File: config.mk
export PLATFORM = sky130hd
export DESIGN_NAME = hazard_scoreboard
export DESIGN_NICKNAME = d
export VERILOG_FILES = /design/src/rtl/hazard_scoreboard_pkg.sv /design/src/rtl/hazard_scoreboard_counter.sv /design/src/rtl/hazard_scoreboard.sv
export SDC_FILE = /design/constraint.sdc
export NUM_CORES = 1
export LEC_CHECK = 0
export CAP_MARGIN = 5
export CORE_UTILIZATION = 43
export CTS_CLUSTER_DIAMETER = 30
export DETAILED_ROUTE_END_ITERATION = 8
export GPL_TIMING_DRIVEN = 0
export MAX_ROUTING_LAYER = met4
export PLACE_DENSITY = 0.67
export SLEW_MARGIN = 20
export SYNTH_ARGS = -nofsm -noshare
export SYNTH_HDL_FRONTEND = slang
export SYNTH_HIERARCHICAL = 1
export SYNTH_SLANG_ARGS = --single-unit
File: constraint.sdc
create_clock -name clk -period 3.9 [get_ports clk]
set_clock_uncertainty 0.2 [all_clocks]
set_input_delay 0.78 -clock clk [delete_from_list [all_inputs] [get_ports clk]]
set_output_delay 0.78 -clock clk [all_outputs]
set_load 0.01 [all_outputs]
File: src/rtl/hazard_scoreboard_pkg.sv
// Shared pipeline definitions: register address width, issue kinds and
// fixed producer latencies used by the issue-side hazard logic.
package pipe_pkg;

  localparam int REG_W = 3;

  typedef enum logic [1:0] {
    KIND_ALU  = 2'b00,
    KIND_LOAD = 2'b01,
    KIND_MUL  = 2'b10,
    KIND_NONE = 2'b11
  } issue_kind_e;

  localparam int LAT_ALU  = 0;
  localparam int LAT_LOAD = 1;

endpackage

File: src/rtl/hazard_scoreboard_counter.sv
// Loadable saturating-at-zero down-counter with a nonzero flag; one per
// tracked register and one for the shared multiplier.
module sb_counter #(
  parameter int W = 3
) (
  input  logic         clk,
  input  logic         rst_n,
  input  logic         i_load,
  input  logic [W-1:0] i_val,
  output logic [W-1:0] o_cnt,
  output logic         o_nz
);

  logic [W-1:0] r_cnt;

  // Load wins over the per-cycle decrement
  always_ff @(posedge clk or negedge rst_n) begin
    if (!rst_n) begin
      r_cnt <= {W{1'b0}};
    end else if (i_load) begin
      r_cnt <= i_val;
    end else if (r_cnt != {W{1'b0}}) begin
      r_cnt <= r_cnt - W'(1);
    end
  end

  assign o_cnt = r_cnt;
  assign o_nz  = (r_cnt != {W{1'b0}});

endmodule

File: src/rtl/hazard_scoreboard.sv
// Issue-side hazard controller: per-register forwarding countdowns, shared
// multiplier sequencing, stall generation and a saturating stall counter.
module hazard_scoreboard #(
  parameter int REG_W   = pipe_pkg::REG_W,
  parameter int MUL_LAT = 4,
  parameter int STAT_W  = 16
) (
  input  logic              clk,
  input  logic              rst_n,
  input  logic              issue_valid,
  input  logic [1:0]        issue_kind,
  input  logic [REG_W-1:0]  issue_src1,
  input  logic [REG_W-1:0]  issue_src2,
  input  logic              issue_use1,
  input  logic              issue_use2,
  input  logic [REG_W-1:0]  issue_dest,
  input  logic              issue_wr,
  input  logic              flush,
  output logic              stall,
  output logic              issue_fire,
  output logic              mul_busy,
  output logic              mul_done,
  output logic [REG_W-1:0]  mul_dest,
  output logic [STAT_W-1:0] stall_cycles
);

  import pipe_pkg::*;

  localparam int NREG  = 1 << REG_W;
  localparam int CNT_W = $clog2(MUL_LAT + 1);

  logic [CNT_W-1:0]  w_cnt [NREG];
  logic [NREG-1:0]   w_nz;
  logic [CNT_W-1:0]  w_lat;
  logic [CNT_W-1:0]  w_mul_cnt;
  logic              w_mul_nz;
  logic              w_is_mul;
  logic              w_writes;
  logic              w_raw1;
  logic              w_raw2;
  logic              w_waw;
  logic              w_struct;
  logic              w_stall;
  logic              w_fire;
  logic              w_mul_load;
  logic              w_mul_last;
  logic [REG_W-1:0]  r_mul_dest_q;
  logic [REG_W-1:0]  r_mul_dest;
  logic              r_mul_done;
  logic [STAT_W-1:0] r_stall_cycles;

  // Cycles until the new result becomes forwardable, by producer kind
  always_comb begin
    w_lat = {CNT_W{1'b0}};
    case (issue_kind)
      KIND_LOAD: w_lat = CNT_W'(LAT_LOAD);
      KIND_MUL:  w_lat = CNT_W'(MUL_LAT);
      default:   w_lat = CNT_W'(LAT_ALU);
    endcase
  end

  assign w_is_mul = (issue_kind == KIND_MUL);
  assign w_writes = issue_wr && (issue_kind != KIND_NONE) && (issue_dest != {REG_W{1'b0}});
  assign w_raw1   = issue_use1 && (issue_src1 != {REG_W{1'b0}}) && w_nz[issue_src1];
  assign w_raw2   = issue_use2 && (issue_src2 != {REG_W{1'b0}}) && w_nz[issue_src2];
  assign w_waw    = w_writes && (w_cnt[issue_dest] > w_lat);
  // The multiplier's final cycle overlaps issue of the next multiply
  assign w_struct = w_is_mul && (w_mul_cnt > CNT_W'(1));

  assign w_stall    = issue_valid && (w_raw1 || w_raw2 || w_waw || w_struct);
  assign w_fire     = issue_valid && !w_stall && !flush;
  assign w_mul_load = w_fire && w_is_mul;
  assign w_mul_last = (w_mul_cnt == CNT_W'(1));

  assign w_cnt[0] = {CNT_W{1'b0}};
  assign w_nz[0]  = 1'b0;

  for (genvar r = 1; r < NREG; r++) begin : g_reg
    sb_counter #(.W(CNT_W)) u_cnt (
      .clk    (clk),
      .rst_n  (rst_n),
      .i_load (w_fire && w_writes && (issue_dest == REG_W'(r))),
      .i_val  (w_lat),
      .o_cnt  (w_cnt[r]),
      .o_nz   (w_nz[r])
    );
  end

  sb_counter #(.W(CNT_W)) u_mul_cnt (
    .clk    (clk),
    .rst_n  (rst_n),
    .i_load (w_mul_load),
    .i_val  (CNT_W'(MUL_LAT)),
    .o_cnt  (w_mul_cnt),
    .o_nz   (w_mul_nz)
  );

  // Completion pulse; the reported destination is captured separately so a
  // multiply issued in the final cycle cannot overwrite it
  always_ff @(posedge clk or negedge rst_n) begin
    if (!rst_n) begin
      r_mul_dest_q <= {REG_W{1'b0}};
      r_mul_dest   <= {REG_W{1'b0}};
      r_mul_done   <= 1'b0;
    end else begin
      if (w_mul_load) begin
        r_mul_dest_q <= issue_dest;
      end
      if (w_mul_last) begin
        r_mul_dest <= r_mul_dest_q;
      end
      r_mul_done <= w_mul_last;
    end
  end

  // Squashed instructions do not count as stalled cycles
  always_ff @(posedge clk or negedge rst_n) begin
    if (!rst_n) begin
      r_stall_cycles <= {STAT_W{1'b0}};
    end else if (w_stall && !flush && (r_stall_cycles != {STAT_W{1'b1}})) begin
      r_stall_cycles <= r_stall_cycles + STAT_W'(1);
    end
  end

  assign stall        = w_stall;
  assign issue_fire   = w_fire;
  assign mul_busy     = w_mul_nz;
  assign mul_done     = r_mul_done;
  assign mul_dest     = r_mul_dest;
  assign stall_cycles = r_stall_cycles;

endmodule

==> results_dict.tcl, run 1 <==
set metrics [dict create \
    power_mw 2.23 \
    synth_enable_flop_cells 0 \
    timing.critical_path.to_type "output port" \
    top_level_ports 41 \
    area_growth_pct 22.6 \
    deepest_clock_path_buffer_count 2 \
    finalNetCount 416 \
    synth_flop_cell "dfrtp_1" \
    synth_seq_cells 47 \
    max_transition_margin_pct 48.4 \
    routed_via_density 5.39 \
    ys_seq_area_share_pct 37.0 \
    most-common-layout-cells "47 x dfrtp_1, 36 x inv_1, 34 x clkdlybuf4s50_1" \
    post-place-ws_ps -1380 \
    ys_async_rst_share_pct 100 \
    num_antenna_cells 0 \
    worst_r2r_startpoint "g_reg[7].u_cnt/o_cnt[2]$_DFFE_PN0P_" \
    fin_worst_hold_slack_ps 232 \
    drt-wirelength-per-cell_um 14.6 \
    power.share.sequential_pct 39.5 \
    final_total_negative_setup_slack_ps 0 \
    synth_cell_area_mm2 0.00318 \
    final.min_clock_period_ps 3870 \
    power_per_cell_area_mw_per_mm2 571 \
    row_count 30 \
    effective_utilization_at_floorplan_pct 45.6 \
    outcome "complete, no violations" \
    finalCoreUtilization_pct 55.8 \
    via_count 2562 \
    layout.cells.most_common "dfrtp_1" \
    cts_buf_count 5 \
    grt_pass1_wl_um 11600 \
    clock_tree.htree_level_count 2 \
    first_global_vias 2434 \
    hold_path.class "in2async" \
    pin_count_of_the_biggest_net_entering_global_routing 29 \
    power_switching_share_pct 36.8 \
    netlist_cell_types 41 \
    numClockSinks 47 \
    dieHeight_um 88.0 \
    worst_setup_path_start_kind "primary input" \
    synthCells 322 \
    postRouteAntennaNets 0 \
    layout-drive-gt1-share_pct 12.4 \
    place.port_buffers 38 \
    hold_violations 0 \
    place_congestion 0.792 \
    path_clk_slew_ps 80 \
    p_comb_share_pct 47.0 \
    p_leak_nw 1.64 \
    worst_setup_path_startpoint "issue_dest[0]" \
    average_cell_area_after_synthesis_um2 9.88 \
    fmax_mhz 258 \
    critPathRequiredTime_ps 2920 \
    drc_errors 0 \
    critPathKind "in2out" \
    cap_violations 0 \
    coreArea_mm2 0.00698 \
    drt-initial-drc-count 110 \
    n_fill_cell 633 \
    buffer_cell_driving_the_clock_tree_root "clkbuf_8" \
    sum_of_overflow_across_all_layers_after_global_routing 0 \
    groute.usage.overall_pct 20.1 \
    cts_tree "yes" \
    worst_slew_pin_slew_ps 773 \
    die-width_um 88.0 \
    totalWireLength_um 6940 \
    cell_internal_pwr_mw 1.41 \
    detail_route.first_pass.iterations 4 \
    maximum_resistive_drop_on_vdd_mv 0.247 \
    switchingPower_uw 819 \
    die_area_mm2 0.00774 \
    dp_hpwl_um 5270 \
    critPathArrivalTime_ps 2890 \
    final_critical_path_setup_slack_ps 30.7 \
    layout_worst_path_cycle_share_pct 99.2 \
    setup_viol 0 \
    insertion_delay_ps 300 \
    antenna_violations_before_repair 0 \
    rsz0062_at_grt "true" \
    synthesis.yosys.warnings 6 \
    critical_path.max_fanout 9 \
    clock_power_share_pct 13.5 \
    finalMaxSlewViolations 0 \
]
worst paths after layout:
kind	to	slack, ps	cells after the start
max in group asynchronous	stall_cycles[5]$_DFFE_PN0P_	2750	2
worst max-delay path	stall	30	13
worst max register to register	u_mul_cnt/o_cnt[0]$_DFFE_PN0P_	460	13
worst min-delay path	u_mul_cnt/o_cnt[1]$_DFFE_PN0P_	230	1
min in group clk	stall_cycles[15]$_DFFE_PN0P_	300	1
worst min register to register	stall_cycles[15]$_DFFE_PN0P_	300	1
power groups by stage:
stage | Clock (mW) | Sequential, mW | Combinational (mW)
2_1_floorplan | 0 | 0.842 | 0.736
3_3_place_gp | 0 | 0.878 | 0.991
3_5_place_dp | 0 | 0.884 | 1.03
4_1_cts | 0.309 | 0.879 | 1.06
5_1_grt | 0.330 | 0.913 | 1.17
6_report | 0.300 | 0.879 | 1.05
what timing repair did:
action | in CTS | in global routing
resized for setup | 21 | 3
buffers inserted | 4 | 0
endpoints found under the setup margin | 40 | 4
hold buffers | 0 | 0
pin swaps | 5 | 2
cell families after synthesis:
kind of cell             count (synthesis)  share of synthesized area, %
multiplexers                            21                          9.48
AO/OA/AOI/OAI                           39                          10.1
buffers and inverters                   44                          5.43
AND/OR/NAND/NOR                        138                          27.0
other                                    2                         0.236
adder cells (fa/ha/maj)                 19                          7.47
XOR/XNOR                                12                          3.30
flip-flops                              47                          37.0
synth_stat cells, drive strengths merged (6+ instances only):
master / n / area, µm²
xnor2: 12 / 105
a221oi: 8 / 70.1
nand2b: 23 / 144
clkbuf: 6 / 22.5
nand2: 12 / 45.0
nor2: 16 / 60.1
a311oi: 9 / 78.8
or3b: 8 / 70.1
a31oi: 9 / 71.3
inv: 37 / 139
nor2b: 27 / 169
ha: 19 / 238
nor4b: 16 / 140
dfrtp: 47 / 1180
nand4: 10 / 62.6
nand3: 10 / 62.6
mux2: 11 / 139
state kept, by name (all words and copies together) (netlist names):
register / count
mul_done: 1
u_mul_cnt/o_cnt: 3
r_mul_dest_q: 3
stall_cycles: 16
g.u_cnt/o_cnt: 21
mul_dest: 3
metal layers:
| metal | GRT usage (%) | vias up | wire length, µm |
|---|---|---|---|
| met4 | 7.00 | 0 | 160 |
| met1 | 27.1 | 1237 | 3400 |
| met5 | - | - | 0 |
| met3 | 3.11 | 13 | 290 |
| li1 | - | 1256 | - |
| met2 | 30.8 | 56 | 3090 |
worst max-delay path: stages:
cell and delay, ps:
buf_6 120, clkbuf_16 140, buf_4 160, a21oi_1 60, a211oi_2 240, a21oi_2 60
ha_1 310, nor2_1 50, a311oi_2 220, a311o_1 260, nand3_4 110, and2_4 170
clkdlybuf4s15_2 220
area by class of cell:
cell class              count  area, µm²  share of cell area (%)
well taps                  96        120                    3.08
multi-input cells         239       1890                    48.5
clock inverters             1       5.00                   0.128
clock buffers               6       82.6                    2.12
inverters                  37        143                    3.66
flip-flops and latches     47       1180                    30.2
repair buffers             43        419                    10.8
plain buffers               6       61.3                    1.57
per-stage QoR:
step / cell area, µm² / std cells
2_1_floorplan: 3230 / 330
3_3_place_gp: 3730 / 464
3_5_place_dp: 3740 / 465
4_1_cts: 3900 / 475
5_1_grt: 3900 / 475
6_report: 3900 / 475
(Power assumes the default switching activity.)
==> run 2: changes to the inputs <==
Settings changed: SLEW_MARGIN 20 to 40.
==> run 2 against run 1 <==
  * Die area unchanged
  * Worst setup slack improved by 33 ps
  * Non-clock buffer count increased by 2
  * Core utilization increased by 0.38 points
  * Sequential share of layout area decreased by 0.20 points
  * Final area increased by 0.67%
  * Register-to-register slack got worse by 20 ps
  * Critical path type unchanged
  * Critical endpoint unchanged
  * Largest power group unchanged
  * Highest routed layer unchanged
==> results_dict.tcl, run 2 (synthesis gave the netlist of run 1 again) <==
set metrics [dict create \
    grt_pass1_wl_um 11600 \
    antenna_violations_before_repair 0 \
    row_count 30 \
    place_congestion 0.792 \
    drt-wirelength-per-cell_um 14.4 \
    finalNetCount 418 \
    setup_viol 0 \
    clock_power_share_pct 13.2 \
    hold_violations 0 \
    power.share.sequential_pct 39.4 \
    placed_cells_incl_taps 465 \
    clock_tree.htree_level_count 2 \
    buffer_cell_driving_the_clock_tree_root "clkbuf_8" \
    num_antenna_cells 0 \
    sum_of_overflow_across_all_layers_after_global_routing 0 \
    cell_internal_pwr_mw 1.42 \
    power_per_cell_area_mw_per_mm2 570 \
    worstPathBufferInverterCount 3 \
    hold_path.class "in2async" \
    post-place-ws_ps -1350 \
    cts_tree "yes" \
    totalWireLength_um 6880 \
    place.port_buffers 38 \
    worst_path_max_delay_cell "mux4_2" \
    cap_violations 0 \
    detail_route.first_pass.iterations 4 \
    cts_buf_count 5 \
    worst_r2r_startpoint "g_reg[7].u_cnt/o_cnt[2]$_DFFE_PN0P_" \
    final.min_clock_period_ps 3840 \
    p_leak_nw 1.65 \
    die_area_mm2 0.00774 \
    ff2ff_setup_slack_ps 440 \
    routed_via_density 5.38 \
    layout.cells.non_filler 477 \
    final_total_negative_setup_slack_ps 0 \
    ff2ff_path_depth 11 \
    first_global_vias 2410 \
    worst_slew_pin_slew_ps 774 \
    maximum_resistive_drop_on_vdd_mv 0.239 \
    chain_of_cells_forming_the_critical_path "buf_12 -> clkbuf_16 -> mux4_2 -> a21oi_2 -> ha_1 -> nor2_1 -> a311oi_2 -> a311o_1 -> nand3_4 -> and2_4 -> buf_6" \
    rsz0062_at_grt "false" \
    worstReg2RegEnd "g_reg[4].u_cnt/o_cnt[0]$_DFFE_PN0P_" \
    cpLargestDelayFamily "compound AO/OA/AOI/OAI gates" \
    largest_register_ffs 21 \
    worst_setup_path_start_kind "primary input" \
    layout_worst_path_cycle_share_pct 98.4 \
    coreArea_mm2 0.00698 \
    finalMaxSlewViolations 0 \
    top_level_ports 41 \
    outcome "complete, no violations" \
    dieHeight_um 88.0 \
    layout.cells.most_common "dfrtp_1" \
    die-width_um 88.0 \
    layout-drive-gt1-share_pct 12.9 \
    critPathMaxStageDelay_ps 500 \
    effective_utilization_at_floorplan_pct 45.6 \
    insertion_delay_ps 300 \
    area_growth_pct 23.4 \
    via_count 2565 \
    critPathArrivalTime_ps 2860 \
    max_transition_margin_pct 48.3 \
    pin_count_of_the_biggest_net_entering_global_routing 29 \
    postRouteAntennaNets 0 \
    drt-initial-drc-count 149 \
    most-common-layout-cells "47 x dfrtp_1, 36 x inv_1, 34 x clkdlybuf4s50_1" \
    groute.usage.overall_pct 20.1 \
    numClockSinks 47 \
    timing.critical_path.to_type "output port" \
    power_switching_share_pct 36.6 \
    critical_path.max_fanout 6 \
    drc_errors 0 \
    deepest_clock_path_buffer_count 2 \
    critPathKind "in2out" \
    dp_hpwl_um 5260 \
    cts_hold_buf 0 \
    path_clk_slew_ps 80 \
    p_comb_share_pct 47.3 \
    critPathRequiredTime_ps 2920 \
    switchingPower_uw 818 \
    fmax_mhz 261 \
    final_critical_path_setup_slack_ps 63.6 \
]
## run 2: changes by cell type in the layout (fill, tap and decap cells not counted)
cell,before,now
clkdlybuf4s15_2,1,0
buf_2,1,0
buf_4,5,8
buf_12,1,2
## run 2: metal layers
metal | share of wire, % | global-route usage (%) | vias up
met4 | 1.2 | 6.71 | 0
met1 | 49 | 27.3 | 1244
li1 | - | - | 1265
met3 | 3.8 | 3.30 | 9
met5 | 0 | - | -
met2 | 46 | 30.6 | 47
## run 2: repair_timing
| item | CTS | global route |
|---|---|---|
| pin swaps | 5 | 4 |
| endpoints found under the setup margin | 31 | 4 |
| setup buffers | 4 | 2 |
| gates resized for setup | 21 | 7 |
## run 2: worst max-delay path by stage
| stage | from | endpoint | cells after the start |
|---|---|---|---|
| finish | issue_dest[0] | stall | 11 |
| global route | issue_dest[0] | stall | 11 |
| CTS | issue_dest[0] | stall | 11 |
| detailed placement | issue_dest[1] | stall | 12 |
| global placement | issue_dest[1] | stall | 12 |
| floorplan | issue_dest[0] | stall | 11 |
## run 2: per-stage QoR
| step | hold slack, ps | cell area [µm²] | power, mW | utilization, % |
|---|---|---|---|---|
| detailed placement | 290 | 3750 | 1.91 | 53.7 |
| finish | 151 | 3930 | 2.24 | 56.2 |
| global route | 158 | 3930 | 2.43 | 56.2 |
| floorplan | 276 | 3230 | 1.58 | - |
| CTS | 156 | 3900 | 2.24 | 55.9 |
| global placement | 286 | 3730 | 1.87 | 53.4 |
## run 2: area by class of cell
cell class / count / area, µm²
buffer: 6 / 70.1
clock buffer: 6 / 82.6
clock inverter: 1 / 5.00
fill: 637 / 3060
inverter: 37 / 143
multi-input combinational: 239 / 1890
sequential: 47 / 1180
tap: 96 / 120
timing repair buffer: 45 / 437
## run 2: power groups by stage
stage	clock network, mW	registers (mW)	logic (mW)
floorplan	0	0.842	0.736
global placement	0	0.878	0.991
detailed placement	0	0.885	1.03
CTS	0.309	0.880	1.06
global route	0.327	0.914	1.19
finish	0.296	0.882	1.06
==> run 3: changes to the inputs <==
Settings changed: PLACE_DENSITY 0.67 to 0.77.
==> run 3 against run 2 <==
  * Power up 0.25%
  * Clock power up 2%
  * Critical endpoint unchanged
  * Via count up 1.8%
  * Sequential power down 1%
  * Global-route usage up 0.45 points
==> results_dict.tcl, run 3 (synthesis gave the netlist of run 1 again) <==
set metrics [dict create \
    power_mw 2.24 \
    setup_viol 0 \
    drc_errors 0 \
    outcome "complete, no violations" \
    area_growth_pct 23.3 \
    hold_violations 0 \
    ff2ff_path_depth 11 \
    placed_cells_incl_taps 465 \
    switchingPower_uw 841 \
    path_clk_slew_ps 90 \
    final_total_negative_setup_slack_ps 0 \
    critPathMaxStageDelay_ps 520 \
    clock_tree.htree_level_count 2 \
    sum_of_overflow_across_all_layers_after_global_routing 0 \
    max_transition_margin_pct 43.9 \
    effective_utilization_at_floorplan_pct 45.6 \
    detail_route.first_pass.iterations 4 \
    rsz0062_at_grt "false" \
    p_comb_share_pct 47.7 \
    cell_internal_pwr_mw 1.40 \
    worstReg2RegEnd "g_reg[4].u_cnt/o_cnt[1]$_DFFE_PN0P_" \
    pin_count_of_the_biggest_net_entering_global_routing 32 \
    cts_buf_count 5 \
    layout.cells.most_common "dfrtp_1" \
    antenna_violations_before_repair 0 \
    totalWireLength_um 7010 \
    coreArea_mm2 0.00698 \
    hold_path.class "in2async" \
    critical_path.max_fanout 6 \
    worst_setup_path_start_kind "primary input" \
    drt-wirelength-per-cell_um 14.6 \
    fmax_mhz 263 \
    p_leak_nw 1.66 \
    place_congestion 0.846 \
    die_area_mm2 0.00774 \
    routed_via_density 5.45 \
    critPathArrivalTime_ps 2830 \
    numClockSinks 47 \
    critPathRequiredTime_ps 2920 \
    top_level_ports 41 \
    groute.usage.overall_pct 20.6 \
    dieHeight_um 88.0 \
    ff2ff_setup_slack_ps 340 \
    die-width_um 88.0 \
    cts_tree "yes" \
    worst_slew_pin_slew_ps 840 \
    first_global_vias 2574 \
    worst_r2r_startpoint "g_reg[7].u_cnt/o_cnt[2]$_DFFE_PN0P_" \
    layout_worst_path_cycle_share_pct 97.7 \
    worst_path_max_delay_cell "mux4_2" \
    num_antenna_cells 0 \
    largest_register_ffs 21 \
    layout.cells.non_filler 479 \
    place.port_buffers 38 \
    chain_of_cells_forming_the_critical_path "buf_12 -> clkbuf_16 -> mux4_2 -> a21oi_2 -> ha_1 -> nor2_1 -> a311oi_1 -> a311o_1 -> nand3_4 -> and2_4 -> buf_6" \
    cap_violations 0 \
    finalCoreUtilization_pct 56.2 \
    critPathKind "in2out" \
    finalNetCount 419 \
    n_fill_cell 616 \
    insertion_delay_ps 300 \
    power_per_cell_area_mw_per_mm2 572 \
    dp_hpwl_um 5380 \
    layout-drive-gt1-share_pct 12.8 \
    deepest_clock_path_buffer_count 2 \
    timing.critical_path.to_type "output port" \
    power.share.sequential_pct 38.8 \
    buffer_cell_driving_the_clock_tree_root "clkbuf_8" \
    postRouteAntennaNets 0 \
    clock_power_share_pct 13.5 \
    finalMaxSlewViolations 0 \
    row_count 30 \
    maximum_resistive_drop_on_vdd_mv 0.200 \
    grt_pass1_wl_um 12000 \
    final.min_clock_period_ps 3810 \
    cts_hold_buf 0 \
    most-common-layout-cells "47 x dfrtp_1, 37 x inv_1, 34 x clkdlybuf4s50_1" \
    drt-initial-drc-count 159 \
    via_count 2611 \
    power_switching_share_pct 37.5 \
]
[run 3: cell count changes in the layout (fill, tap and decap cells not counted), sizes merged]
cell,previous run,this run
buf,11,13
clkbuf,12,10
clkinvlp,1,2
inv,36,37
[run 3: repair_timing]
item,in CTS,in global routing
cloned,0,0
buffers inserted,5,2
resized for setup,24,3
pin swaps,6,6
endpoints found under the setup margin,29,4
[run 3: how the worst max path moves through the flow]
stage | startpoint | end | slack (ps) | depth (start not counted)
final | issue_dest[0] | stall | 90 | 11
after global routing | issue_dest[0] | stall | 8 | 11
after CTS | issue_dest[0] | stall | 30 | 11
after detailed placement | issue_dest[1] | stall | -1330 | 12
after global placement | issue_dest[1] | stall | -1320 | 12
after floorplan | issue_dest[0] | stall | 10 | 11
[run 3: worst max-delay path, delay by kind of cell]
kind | cells | cell delay [ps]
AOI/OAI and AO/OA | 3 | 620
adders and majority gates | 1 | 250
buffers and inverters | 3 | 310
muxes | 1 | 520
and+or+nand+nor | 3 | 350
[run 3: through the flow]
| stage | setup WS, ps | hold WS, ps | area, µm² |
|---|---|---|---|
| 2_1_floorplan | 12.9 | 276 | 3230 |
| 6_report | 90.5 | 138 | 3920 |
| 3_3_place_gp | -1320 | 282 | 3730 |
| 5_1_grt | 8.05 | 147 | 3920 |
| 3_5_place_dp | -1330 | 291 | 3750 |
| 4_1_cts | 28.9 | 145 | 3890 |
[run 3: layer usage]
layer  part of all wire, %  global-route usage (%)
met2                    48                    32.9
met1                    47                    25.9
met3                   2.7                    3.11
met4                   2.8                    8.94
met5                     0                       -
[run 3: final cells by class]
cell class                 count  area, µm²  share of cell area, %
timing repair buffer          46        444                   11.3
clock inverter                 3       20.0                  0.510
tap                           96        120                   3.06
clock buffer                   5       68.8                   1.75
multi-input combinational    239       1880                   48.0
buffer                         6       70.1                   1.79
inverter                      37        139                   3.54
sequential                    47       1180                   30.0
[run 3: power by group through the flow]
stage | registers [mW] | clock network (mW) | logic [mW]
4_1_cts | 0.869 | 0.310 | 1.06
2_1_floorplan | 0.842 | 0 | 0.736
3_3_place_gp | 0.869 | 0 | 0.980
6_report | 0.871 | 0.303 | 1.07
3_5_place_dp | 0.879 | 0 | 1.04
5_1_grt | 0.903 | 0.327 | 1.20
